--- config.mk ---
export PLATFORM = sky130hd
export DESIGN_NAME = fetch_redirect_unit_flat
export DESIGN_NICKNAME = d
export VERILOG_FILES = /design/src/rtl/fetch_redirect_unit_if.sv /design/src/rtl/fetch_redirect_unit.sv /design/src/flat_wrapper.sv
export SDC_FILE = /design/constraint.sdc
export NUM_CORES = 1
export LEC_CHECK = 0
export BUFFER_PORTS_ARGS = -buffer_cell sky130_fd_sc_hd__buf_2
export CAP_MARGIN = 10
export CORE_ASPECT_RATIO = 1.5
export CORE_UTILIZATION = 25
export CTS_CLUSTER_SIZE = 30
export DETAILED_ROUTE_END_ITERATION = 7
export GPL_TIMING_DRIVEN = 0
export PLACE_DENSITY = 0.52
export SLEW_MARGIN = 20
export SYNTH_ARGS = -nofsm -noshare
export SYNTH_HDL_FRONTEND = slang
export SYNTH_SLANG_ARGS = --single-unit
export TNS_END_PERCENT = 20
--- constraint.sdc ---
create_clock -name i_clk -period 5.1 [get_ports i_clk]
set_input_delay 1.02 -clock i_clk [delete_from_list [all_inputs] [get_ports i_clk]]
set_output_delay 1.02 -clock i_clk [all_outputs]
set_load 0.05 [all_outputs]
--- src/rtl/fetch_redirect_unit_if.sv ---
// Instruction SRAM port of the fetch front end.
// Request channel: req_valid/req_ready handshake carrying a word-aligned
// req_addr. Response channel: rsp_valid/rsp_data, returned in request order
// and never in the same cycle as the accept. The response has no
// back-pressure.
//   master : fetch unit (drives req_valid/req_addr, receives the rest)
//   slave  : instruction SRAM
interface fetch_redirect_unit_if;
  logic        req_valid;
  logic        req_ready;
  logic [31:0] req_addr;
  logic        rsp_valid;
  logic [31:0] rsp_data;

  modport master (
    output req_valid,
    output req_addr,
    input  req_ready,
    input  rsp_valid,
    input  rsp_data
  );

  modport slave (
    input  req_valid,
    input  req_addr,
    output req_ready,
    output rsp_valid,
    output rsp_data
  );
endinterface

--- src/rtl/fetch_redirect_unit.sv ---
// Instruction-fetch front end. It owns the PC, issues in-order requests to
// the instruction SRAM, and buffers returned words in a small FIFO that
// feeds IF/ID. An EX redirect (i_pc_sel) reloads the PC, empties the FIFO,
// and discards every response still in flight. It also raises the IF/ID and
// ID/EX flushes in the same cycle.
//
// Ports
//   i_clk, i_rst_n    : clock; synchronous active-low reset
//   i_pc_sel          : redirect from EX (priority over stall and issue)
//   i_br_target       : redirect target; the low two bits are ignored
//   i_stall           : hold the instruction presented to IF/ID
//   imem              : SRAM request/response channel (master side)
//   o_instr*          : FIFO head (data, PC, valid) presented to IF/ID
//   o_flush_ifid/idex : combinational copies of i_pc_sel
//   o_misalign        : only when MISALIGN_TRAP_EN is defined. Pulses for
//                       one cycle after a redirect to a target that is not
//                       word-aligned.
//
// Capacity rule: accepted-but-unreturned requests plus buffered words never
// exceed MAX_OUTST. The FIFO therefore cannot overflow, and the PC queue
// cannot overflow either.
module fetch_redirect_unit #(
  parameter logic [31:0] RESET_PC  = 32'h0000_0000,
  parameter int          MAX_OUTST = 2
) (
  input  logic                  i_clk,
  input  logic                  i_rst_n,
  input  logic                  i_pc_sel,
  input  logic [31:0]           i_br_target,
  input  logic                  i_stall,
  fetch_redirect_unit_if.master imem,
  output logic [31:0]           o_instr,
  output logic [31:0]           o_instr_pc,
  output logic                  o_instr_valid,
  output logic                  o_flush_ifid,
  output logic                  o_flush_idex
`ifdef MISALIGN_TRAP_EN
  ,
  output logic                  o_misalign
`endif
);

  localparam int              CNT_W = $clog2(MAX_OUTST + 1);
  localparam int              PTR_W = $clog2(MAX_OUTST);
  localparam logic [CNT_W:0]  CAP   = (CNT_W + 1)'(MAX_OUTST);

  typedef enum logic [1:0] {BOOT, RUN, SQUASH} state_t;

  state_t             state, state_nxt;
  logic [31:0]        pc;
  logic [CNT_W-1:0]   outst, fifo_cnt, drop_cnt, drop_nxt;
  logic [PTR_W-1:0]   f_rd, f_wr, q_rd, q_wr;
  logic [31:0]        fifo_data [MAX_OUTST];
  logic [31:0]        fifo_pc   [MAX_OUTST];
  logic [31:0]        pcq       [MAX_OUTST];

  logic [CNT_W:0]     occupancy;
  logic               req_valid, req_fire, push, pop, head_valid;
  logic [31:0]        fetch_addr;

  function automatic logic [PTR_W-1:0] ptr_inc(input logic [PTR_W-1:0] p);
    return (p == PTR_W'(MAX_OUTST - 1)) ? '0 : p + 1'b1;
  endfunction

  // Issue / response / delivery decode
  always_comb begin
    fetch_addr = {pc[31:2], 2'b00};
    occupancy  = {1'b0, outst} + {1'b0, fifo_cnt};
    req_valid  = (state != BOOT) && !i_pc_sel && (occupancy < CAP);
    req_fire   = req_valid && imem.req_ready;
    // A response in a redirect cycle belongs to the wrong path as well.
    push       = imem.rsp_valid && !i_pc_sel && (drop_cnt == '0);
    head_valid = (fifo_cnt != '0);
    pop        = head_valid && !i_stall && !i_pc_sel;
  end

  // Squash bookkeeping and next state
  always_comb begin
    drop_nxt  = drop_cnt;
    state_nxt = state;
    if (i_pc_sel)
      drop_nxt = outst - CNT_W'(imem.rsp_valid);
    else if (imem.rsp_valid && (drop_cnt != '0))
      drop_nxt = drop_cnt - 1'b1;
    case (state)
      BOOT:    state_nxt = (drop_nxt != '0) ? SQUASH : RUN;
      RUN,
      SQUASH:  state_nxt = (drop_nxt != '0) ? SQUASH : RUN;
      default: state_nxt = BOOT;
    endcase
  end

  // Control state
  always_ff @(posedge i_clk) begin
    if (!i_rst_n) begin
      state    <= BOOT;
      pc       <= RESET_PC;
      outst    <= '0;
      drop_cnt <= '0;
      fifo_cnt <= '0;
      f_rd     <= '0;
      f_wr     <= '0;
      q_rd     <= '0;
      q_wr     <= '0;
    end else begin
      state    <= state_nxt;
      drop_cnt <= drop_nxt;
      outst    <= outst + CNT_W'(req_fire) - CNT_W'(imem.rsp_valid);
      if (i_pc_sel)
        pc <= {i_br_target[31:2], 2'b00};
      else if (req_fire)
        pc <= fetch_addr + 32'd4;
      // The PC queue tracks every in-flight request, including the ones
      // that will be discarded, so it stays aligned with the response order.
      if (req_fire)
        q_wr <= ptr_inc(q_wr);
      if (imem.rsp_valid)
        q_rd <= ptr_inc(q_rd);
      if (i_pc_sel) begin
        f_rd     <= '0;
        f_wr     <= '0;
        fifo_cnt <= '0;
      end else begin
        if (push)
          f_wr <= ptr_inc(f_wr);
        if (pop)
          f_rd <= ptr_inc(f_rd);
        fifo_cnt <= fifo_cnt + CNT_W'(push) - CNT_W'(pop);
      end
    end
  end

  // Storage (no reset; validity is tracked by the counters above)
  always_ff @(posedge i_clk) begin
    if (req_fire)
      pcq[q_wr] <= fetch_addr;
    if (push) begin
      fifo_data[f_wr] <= imem.rsp_data;
      fifo_pc[f_wr]   <= pcq[q_rd];
    end
  end

`ifdef MISALIGN_TRAP_EN
  always_ff @(posedge i_clk) begin
    if (!i_rst_n)
      o_misalign <= 1'b0;
    else
      o_misalign <= i_pc_sel && (i_br_target[1:0] != 2'b00);
  end
`else
  logic unused_target_lsbs;
  assign unused_target_lsbs = ^i_br_target[1:0];
`endif

  assign imem.req_valid = req_valid;
  assign imem.req_addr  = fetch_addr;
  assign o_instr_valid  = head_valid && !i_pc_sel;
  assign o_instr        = head_valid ? fifo_data[f_rd] : '0;
  assign o_instr_pc     = head_valid ? fifo_pc[f_rd]   : '0;
  assign o_flush_ifid   = i_pc_sel && i_rst_n;
  assign o_flush_idex   = i_pc_sel && i_rst_n;

endmodule

--- src/flat_wrapper.sv ---
// flat-port wrapper written by rule: the top's interface ports become plain ports
module fetch_redirect_unit_flat 
#(
  parameter logic [31:0] RESET_PC  = 32'h0000_0000,
  parameter int          MAX_OUTST = 2
)
  (i_clk, i_rst_n, i_pc_sel, i_br_target, i_stall, o_instr, o_instr_pc, o_instr_valid, o_flush_ifid, o_flush_idex, imem_req_valid, imem_req_addr, imem_req_ready, imem_rsp_valid, imem_rsp_data);
  fetch_redirect_unit_if imem_i ();
  input  logic i_clk;
  input  logic i_rst_n;
  input  logic i_pc_sel;
  input  logic [31:0] i_br_target;
  input  logic i_stall;
  output logic [31:0] o_instr;
  output logic [31:0] o_instr_pc;
  output logic o_instr_valid;
  output logic o_flush_ifid;
  output logic o_flush_idex;
  output wire logic [$bits(imem_i.req_valid)-1:0] imem_req_valid;
  output wire logic [$bits(imem_i.req_addr)-1:0] imem_req_addr;
  input wire logic [$bits(imem_i.req_ready)-1:0] imem_req_ready;
  input wire logic [$bits(imem_i.rsp_valid)-1:0] imem_rsp_valid;
  input wire logic [$bits(imem_i.rsp_data)-1:0] imem_rsp_data;
  assign imem_req_valid = imem_i.req_valid;
  assign imem_req_addr = imem_i.req_addr;
  assign imem_i.req_ready = imem_req_ready;
  assign imem_i.rsp_valid = imem_rsp_valid;
  assign imem_i.rsp_data = imem_rsp_data;
  fetch_redirect_unit #(.RESET_PC(RESET_PC), .MAX_OUTST(MAX_OUTST)) u_core (.i_clk(i_clk), .i_rst_n(i_rst_n), .i_pc_sel(i_pc_sel), .i_br_target(i_br_target), .i_stall(i_stall), .imem(imem_i), .o_instr(o_instr), .o_instr_pc(o_instr_pc), .o_instr_valid(o_instr_valid), .o_flush_ifid(o_flush_ifid), .o_flush_idex(o_flush_idex));
endmodule
* Word level (Yosys, flattened, before mapping)
Memory sizes are Yosys's and may differ from the RTL's. A register that Yosys moved wholly into a read port is not among the register bits.
Cells that the tools add are included.
** Cells by class
- Magnitude comparators :: 1
- Multiplexer cells :: 21
- Reductions and logical operators :: 22
- Equality and inequality tests :: 2
- Bitwise logic cells :: 1
- Add/sub/neg operators :: 12
** Operators with widths (count)
- $mux W32 :: 4
- $add A32 B3 Y32 const B :: 1
- $mux W1 :: 14
- $logic_and A1 B1 Y1 :: 10
- $reduce_bool A2 Y1 :: 5
- $mux W2 :: 3
- $sub A2 B1 Y2 :: 3
- $add A1 B1 Y1 const B :: 4
- $add A2 B1 Y2 :: 2
- $logic_not A2 Y1 :: 2
- $add A2 B2 Y3 :: 1
- $lt A3 B2 Y1 const B :: 1
- $reduce_or A3 Y1 :: 1
- $eq A2 B1 Y1 const B :: 1
- $eq A2 B2 Y1 const B :: 1
- $logic_not A1 Y1 :: 2
- $reduce_and A2 Y1 :: 1
- $reduce_or A2 Y1 :: 1
- $sub A2 B1 Y2 const B :: 1
- $not A1 Y1 :: 1
** Word-level totals
- Output and inout port bits :: 100
- RAM bits :: 188
- Logic and storage cells :: 72
- Memories :: 3
- Bits in registers :: 44
** Memory list
- u_core.fifo_data :: words 2, bits a word 32, rd ports 1, clocked after Yosys merged registers in 1, write ports 1, RTL line fetch_redirect_unit.sv:53 : logic [31:0] fifo_data [MAX_OUTST];
- u_core.fifo_pc :: words 2, bits a word 32, rd ports 1, clocked after Yosys merged registers in 1, write ports 1, RTL line fetch_redirect_unit.sv:54 : logic [31:0] fifo_pc [MAX_OUTST];
- u_core.pcq :: words 2, bits a word 30, rd ports 1, clocked after Yosys merged registers in 1, write ports 1, RTL line fetch_redirect_unit.sv:55 : logic [31:0] pcq [MAX_OUTST];

* Longest topological paths before layout
Gate-level depths: netlist of the first run.
- Depth after elaboration :: 6
- Gate-level depth with buffers :: 10

* Worst setup path after synthesis of the first run
No wires, ideal clock.
- Path type :: in2reg
- Start point :: input i_pc_sel
- End point :: memory u_core.fifo_data[0][0], enable pin
- Stages :: 4
- Library setup time :: 0.482 ns
- Setup slack :: 0.448 ns
- Data arrival time :: 4.169 ns
- Cell sequence :: inv_1 clkbuf_1 nand3_1 nor2_1
** Between the ends
- Cells in the longest elaborated chain, start to end :: 5
** RTL lines
- from (decl) :: RTL line flat_wrapper.sv:11 : input logic i_pc_sel;
- $logic_not A1 Y1 :: RTL line fetch_redirect_unit.sv:72 : push = imem.rsp_valid && !i_pc_sel && (drop_cnt == '0);
- $logic_and A1 B1 Y1 (2 in a row) :: RTL line fetch_redirect_unit.sv:72
- $mux W1 :: RTL line fetch_redirect_unit.sv:137 : if (push) begin
- $mux W1 (implied by the code) :: RTL line fetch_redirect_unit.sv:138 : fifo_data[f_wr] <= imem.rsp_data;
- to (decl) :: RTL line fetch_redirect_unit.sv:53
Every way passes these cells.

==> impl_metrics.py, run 1 <==
metrics = {
    "run_status": {
        "status": "finished clean",
    },
    "pwr": {
        "power.share.switching_pct": 25.7,
        "p_leak_nw": 4.10,
        "combinationalPowerShare_pct": 10.8,
        "intPower_mw": 3.18,
        "pwr-share-seq_pct": 50.4,
        "p_clk_share_pct": 38.8,
        "power.switching_mw": 1.10,
        "ir_drop_mv": 0.174,
        "powerDensity_mw_per_mm2": 371,
    },
    "clock_network": {
        "clk_latency_ns": 0.53,
        "cts_root_buf": "clkbuf_16",
        "cts_sinks": 228,
        "cts_inserted_buffers": 23,
        "postCtsSetupBuffers": 0,
        "clockBufferDepth": 3,
        "htreeDepth": 1,
        "cts_hold_buf": 0,
        "clk_pin_slew_worst_paths_ns": 0.07,
        "cts_resized": 0,
        "tritoncts": "built",
    },
    "finish": {
        "fin_nets": 937,
        "syn_to_final_growth_pct": 24.8,
        "final_cells": 1363,
        "drive_gt1_share_pct": 28.7,
    },
    "route": {
        "routed_wl_um": 24800,
        "first_pass_iters": 4,
        "wire_per_inst_um": 18.2,
        "drcViolationCount": 0,
        "vias_per_cell": 4.40,
        "detail-route-antenna-nets": 0,
        "first_iter_violations": 376,
        "num_vias": 5992,
    },
    "logic_synthesis": {
        "synth_cell_type_count": 52,
        "yosys-mux-area-fraction_pct": 10.7,
        "syn_inst": 665,
        "ys_warn_count": 0,
        "ys_seq_area_share_pct": 69.1,
        "synth_top_family_by_area": "multiplexers",
        "synth-main-ff-cell": "edfxtp_1",
        "syn_avg_cell_area_um2": 13.9,
        "synth_xor_area_share_pct": 2.27,
        "yosys.area_share.simple_pct": 9.84,
        "synthAdderAreaFrac_pct": 0.891,
        "async_reset_ff_share_pct": 0,
        "synth_compound_area_share_pct": 4.74,
        "synth-edff-count": 184,
        "ys_seq_elements": 228,
        "syn_area_mm2": 0.00927,
    },
    "worst_setup_path": {
        "path_cells": "clkbuf_1 -> clkbuf_1 -> mux2i_1 -> nor2_1 -> buf_2",
        "crit_path_end_kind": "output port",
        "path_class": "reg -> out",
        "cp_max_fo": 10,
        "critPathMaxStageDelay_ns": 0.68,
        "arrival_ns": 3.00,
        "crit_path_start_kind": "flip-flop",
        "crit_top_cell": "clkbuf_1",
        "worst_r2r_path_depth": 8,
        "r2r_start": "u_core.fifo_cnt[0]$_SDFF_PP0_",
        "crit_slowest_cell": "mux2i_1",
        "cp_data_required_time_ns": 4.08,
        "reg2reg_slack_ns": 1.80,
        "rr_endpoint": "u_core.pcq[1][1]$_DFFE_PP_",
    },
    "min_path": {
        "whs_path_depth": 2,
        "hp-start": "u_core.q_rd$_SDFFE_PN0P_",
        "hold_path_class": "reg -> reg",
        "hold-path-endpoint": "u_core.q_rd$_SDFFE_PN0P_",
    },
    "sta": {
        "worst_slew_pin_slew_ns": 0.824,
        "finalCriticalPeriod_ns": 4.02,
        "relSlewSlack_pct": 45.1,
        "setup_slack_ns": 1.08,
        "slew_violations": 0,
        "fmax_mhz": 249,
        "rsz0062_at_grt": "false",
        "fin_crit_sh_pct": 78.9,
        "final-hold-violation-count": 0,
        "clock_skew_ns": 0.00963,
        "setup_viol": 0,
    },
    "placement": {
        "dp_hpwl_um": 17600,
        "dp_worst_setup_slack_ns": 1.46,
        "numPortBuffers": 163,
        "place.gp.congestion": 0.812,
        "dp_cells": 1320,
    },
    "floorplanning": {
        "rows": 86,
        "dieWidth_um": 159,
        "core_area_mm2": 0.0366,
        "dieArea_mm2": 0.0379,
        "die_h_um": 238,
        "io-pin-count": 170,
        "start_util_pct": 25.3,
    },
    "grt": {
        "grt_start_max_net_pins": 43,
        "antenna_found_initial": 0,
        "grt_pass1_vias": 5874,
        "grt_overflow_total": 0,
        "gr-usage-all-layers_pct": 12.7,
        "grt_pass1_wl_um": 35900,
    },
    "flow_run": {
        "maxCapViolations": 0,
    },
}
==> power groups by stage <==
stage	sequential (mW)	combinational, mW	clock (mW)
2_1_floorplan	2.24	0.259	0
3_3_place_gp	2.21	0.450	0
3_5_place_dp	2.20	0.469	0
4_1_cts	2.16	0.470	1.72
5_1_grt	2.17	0.497	1.78
6_report	2.16	0.463	1.66
==> state kept, by name, indices dropped and copies added, names as in the netlist, named ones only <==
signal,flops
u_core.drop_cnt,2
u_core.f_rd,1
u_core.f_wr,1
u_core.fifo_cnt,2
u_core.fifo_data,64
u_core.fifo_pc,60
u_core.outst,2
u_core.pc,30
u_core.pcq,60
u_core.q_rd,1
u_core.q_wr,1
u_core.state,2
==> cell type report <==
class                           count  area (um2)
Fill cell                        3730       25000
Sequential cell                   228        6410
Multi-Input combinational cell    387        2670
Timing Repair Buffer              168         923
Clock buffer                       30         633
Tap cell                          484         606
Buffer                             39         175
Clock inverter                     12         108
Inverter                           14        52.6
Antenna cell                        1        2.50
==> how the worst max path moves through the flow <==
| stage | cells after the start | slack [ns] | start | to |
|---|---|---|---|---|
| after detailed placement | 5 | 1.46 | i_pc_sel | o_instr_valid |
| after floorplan | 4 | 0.45 | i_pc_sel | u_core.fifo_data[0][0]$_DFFE_PP_ |
| final | 5 | 1.08 | flip-flop | o_instr_pc[12] |
| after global placement | 5 | -2.17 | i_pc_sel | u_core.fifo_data[0][23]$_DFFE_PP_ |
| after CTS | 5 | 0.88 | flip-flop | o_instr_pc[12] |
| after global routing | 5 | 0.91 | flip-flop | o_instr_pc[12] |
==> per-layer routing <==
metal	vias up	track usage [%]	share of wire [%]
li1	2860	-	-
met1	2923	13.8	38
met2	173	24.1	54
met3	36	2.22	5.2
met4	0	5.33	3.0
met5	-	0	0
==> placed cells by master, fill, tap and decap left out, types with 8 or more instances in the layout <==
master       n
nand2_1     21
mux2i_1     65
nor2_1      90
inv_1       14
edfxtp_1   184
clkbuf_16   24
mux2_2      30
nand3_1     12
o21ai_0     16
and3_1      10
clkbuf_1    28
a21oi_1     24
xnor2_1     17
buf_1        8
buf_2      165
dfxtp_1     44
nand4_1     10
nor3_1      11
==> synth_stat cells, drive strengths merged (14+ instances only) <==
cell,count,area share (%)
nor2,92,3.7
o21ai,16,0.86
inv,14,0.57
mux2,30,3.6
dfxtp,44,9.5
nand2,21,0.85
xnor2,17,1.6
a21oi,24,1.3
clkbuf,23,0.93
mux2i,65,7.0
edfxtp,184,60
buf,16,0.96
==> cell families after synthesis <==
kind of cell,after synthesis
DFF,228
and+or+nand+nor,187
muxes,95
AOI/OAI and AO/OA,71
buffers and inverters,53
xor gates and xnor gates,24
adders and majority gates,6
other,1
==> worst max-delay path: cells and delay by family, from the launching register on <==
kind,cells,cell delay [ns]
simple gates,1,0.09
flops,1,0.30
buf+inv,3,1.40
mux,1,0.68
==> metrics by stage <==
stage	setup TNS [ns]	cell area [um2]	hold slack (ns)	power, mW	util, %
finish	0	11600	0.521	4.29	31.6
global route	0	11600	0.545	4.45	31.6
CTS	0	11600	0.524	4.35	31.6
detailed placement	0	10800	0.507	2.67	29.6
global placement	-142.93	10700	0.491	2.66	29.3
floorplan	0	9280	0.480	2.50	-
Note: power is estimated with default switching activity, not from simulation.
==> run 2: changes to the inputs <==
--- a/config.mk
+++ b/config.mk
@@ -5,6 +5,7 @@
 export SDC_FILE = /design/constraint.sdc
 export NUM_CORES = 1
 export LEC_CHECK = 0
+export ABC_AREA = 1
 export BUFFER_PORTS_ARGS = -buffer_cell sky130_fd_sc_hd__buf_2
 export CAP_MARGIN = 10
 export CORE_ASPECT_RATIO = 1.5
@@ -12,7 +13,7 @@
 export CTS_CLUSTER_SIZE = 30
 export DETAILED_ROUTE_END_ITERATION = 7
 export GPL_TIMING_DRIVEN = 0
-export PLACE_DENSITY = 0.52
+export PLACE_DENSITY = 0.53
 export SLEW_MARGIN = 20
 export SYNTH_ARGS = -nofsm -noshare
 export SYNTH_HDL_FRONTEND = slang
==> constraint.sdc (replaced) <==
create_clock -name i_clk -period 3.5 [get_ports i_clk]
set_input_delay 0.7 -clock i_clk [delete_from_list [all_inputs] [get_ports i_clk]]
set_output_delay 0.7 -clock i_clk [all_outputs]
set_load 0.05 [all_outputs]
==> run 2 against run 1 <==
Die area increased by 3.5%. Clock power increased by 45%. Power increased by 45%. Sequential cell count unchanged. Via count increased by 12%. Utilization increased by 0.22 points. Sequential share of layout area decreased by 2.0 points. Non-clock buffer count increased by 1. Hold slack got worse by 0.15 ns. Routed wire length increased by 1.6%. First-iteration DRC count decreased by 8.5%. Count of clock-buffer cells in the layout increased by 3. Critical endpoint is now o_instr_pc[30]. Largest cell class unchanged.
==> impl_metrics.py, run 2 <==
metrics = {
    "sta": {
        "fin_crit_sh_pct": 89.9,
        "relSlewSlack_pct": 49.5,
        "finalCriticalPeriod_ns": 3.15,
        "setup_viol": 0,
        "whs_ns": 0.373,
        "fmax_mhz": 318,
        "tns_ns": 0,
        "worst_slew_pin_slew_ns": 0.758,
        "final-hold-violation-count": 0,
        "rsz0062_at_grt": "false",
        "slew_violations": 0,
        "clock_skew_ns": 0.0106,
    },
    "finish": {
        "syn_to_final_growth_pct": 25.0,
        "final_cells": 1588,
        "top_register": "u_core.fifo_data",
        "layout_common_cells": "252 x nand2_1, 184 x edfxtp_1, 164 x buf_2, 86 x a21oi_1, 70 x inv_1",
        "utilization_pct": 31.9,
        "top_regs": "u_core.fifo_data (64), u_core.fifo_pc (60), u_core.pcq (60)",
        "fin_area_mm2": 0.0120,
        "fin_nets": 1158,
        "drive_gt1_share_pct": 25.0,
        "layout_commonest_cell": "nand2_1",
        "fillers": 3856,
        "largest_reg_flops": 64,
    },
    "clock_network": {
        "postCtsSetupBuffers": 0,
        "clk_pin_slew_worst_paths_ns": 0.06,
        "cts_root_buf": "clkbuf_16",
        "clk_latency_ns": 0.52,
        "clockBufferDepth": 3,
        "tritoncts": "built",
        "cts_sinks": 228,
        "cts_hold_buf": 0,
        "htreeDepth": 1,
        "cts_resized": 0,
        "cts_inserted_buffers": 23,
    },
    "placement": {
        "dp_hpwl_um": 19100,
        "place.gp.congestion": 0.848,
        "numPortBuffers": 162,
        "placed_area_mm2": 0.0113,
        "dp_cells": 1546,
    },
    "logic_synthesis": {
        "ys_warn_count": 0,
        "yosysMostFrequentCell": "nand2_1",
        "syn_avg_cell_area_um2": 10.9,
        "syn_area_mm2": 0.00959,
        "synth-edff-count": 184,
        "synth_top_cell_by_area": "edfxtp_1",
        "syn_inst": 884,
        "synth_cell_type_count": 38,
        "ys_top_cells_by_count": "252 x nand2_1, 184 x edfxtp_1, 86 x a21oi_1",
        "synth-main-ff-cell": "edfxtp_1",
        "ys_seq_area_share_pct": 66.8,
        "synth_top_area_share_pct": 57.6,
        "synth_area_leaders": "edfxtp_1 58%, nand2_1 9.9%, dfxtp_1 9.2%",
        "async_reset_ff_share_pct": 0,
        "ys_seq_elements": 228,
    },
    "run_status": {
        "status": "finished clean",
    },
    "floorplanning": {
        "io-pin-count": 170,
        "rows": 87,
        "dieWidth_um": 162,
        "core_area_mm2": 0.0377,
        "dieArea_mm2": 0.0392,
        "start_util_pct": 25.5,
        "die_h_um": 242,
    },
    "worst_setup_path": {
        "crit_path_end_kind": "output port",
        "arrival_ns": 2.45,
        "path_class": "reg -> out",
        "cp_data_required_time_ns": 2.80,
        "cp_max_fo": 10,
        "crit_path_start_kind": "flip-flop",
    },
    "grt": {
        "grt-busiest-layer": "met2",
        "grt_pass1_vias": 6796,
        "grt_pass1_wl_um": 38400,
        "use_met2_pct": 25.5,
        "grt_start_max_net_pins": 25,
        "gr-usage-all-layers_pct": 12.9,
        "grt_overflow_total": 0,
        "grtUsageMet3_pct": 1.78,
        "grt.met1_usage_pct": 13.2,
        "antenna_found_initial": 1,
    },
    "route": {
        "detail-route-antenna-nets": 0,
        "first_pass_iters": 4,
        "num_vias": 6728,
        "first_iter_violations": 344,
        "wire_per_inst_um": 15.8,
        "drcViolationCount": 0,
        "vias_per_cell": 4.24,
        "routed_wl_um": 25200,
    },
    "flow_run": {
        "maxCapViolations": 0,
    },
    "min_path": {
        "hold_path_class": "in -> reg",
    },
    "pwr": {
        "p_leak_nw": 4.65,
        "ir_drop_mv": 0.274,
        "powerDensity_mw_per_mm2": 518,
    },
}
## run 2: area by class of cell
type                       instances  area, um2  area share (%)
multi-input combinational        547       2750            22.9
buffer                            38        201            1.68
sequential                       228       6410            53.4
tap                              489        612            5.10
antenna                            1       2.50          0.0209
clock buffer                      33        633            5.28
inverter                          74        283            2.36
clock inverter                     8       95.1           0.793
timing repair buffer             170       1020            8.47
## run 2: logic make-up after synthesis
kind of cell,after synthesis,share of synthesized area (%)
buf+inv,112,5.05
mux,30,3.52
compound gates,126,6.78
xor+xnor,4,0.365
simple gates,377,16.6
flops,228,66.8
other cells,1,0.0391
fa+ha+maj,6,0.861
## run 2: metrics by stage
step / setup slack [ns] / total power, mW
floorplan: -0.701 / 3.63
global placement: -2.61 / 3.85
detailed placement: 0.646 / 3.88
CTS: 0.188 / 6.31
global route: 0.118 / 6.45
finish: 0.353 / 6.21
## run 2: metal layers
metal | up-vias | routed length (um)
met2 | 153 | 14000
met3 | 47 | 1070
met4 | 0 | 794
met1 | 3133 | 9250
met5 | - | 0
li1 | 3395 | -
## run 2: critical path: stages, from the launching register on
cell and delay, ns:
dfxtp_1 0.30, clkbuf_1 0.27, inv_2 0.26, clkbuf_1 0.44, nand2_1 0.10, a21oi_1 0.25, buf_2 0.32
## run 2: final timing paths
check	startpoint	end	slack, ns	cells past startpoint
min reg2reg	u_core.f_rd$_SDFFE_PP0P_	u_core.f_rd$_SDFFE_PP0P_	0.46	1
max reg2reg	u_core.fifo_cnt[0]$_SDFF_PP0_	u_core.pcq[1][26]$_DFFE_PP_	1.20	7
min	imem_rsp_data[11]	u_core.fifo_data[0][11]$_DFFE_PP_	0.37	1
max	flip-flop	o_instr_pc[30]	0.35	6
## run 2: power breakdown
| part | switching, mW | internal, mW | total [mW] | leakage, nW |
|---|---|---|---|---|
| combinational | 0.471 | 0.205 | 0.676 | 2.25 |
| clock | 0.994 | 1.41 | 2.40 | 0.354 |
| sequential | 0.0750 | 3.06 | 3.14 | 2.05 |
| total | 1.54 | 4.67 | 6.21 | 4.65 |
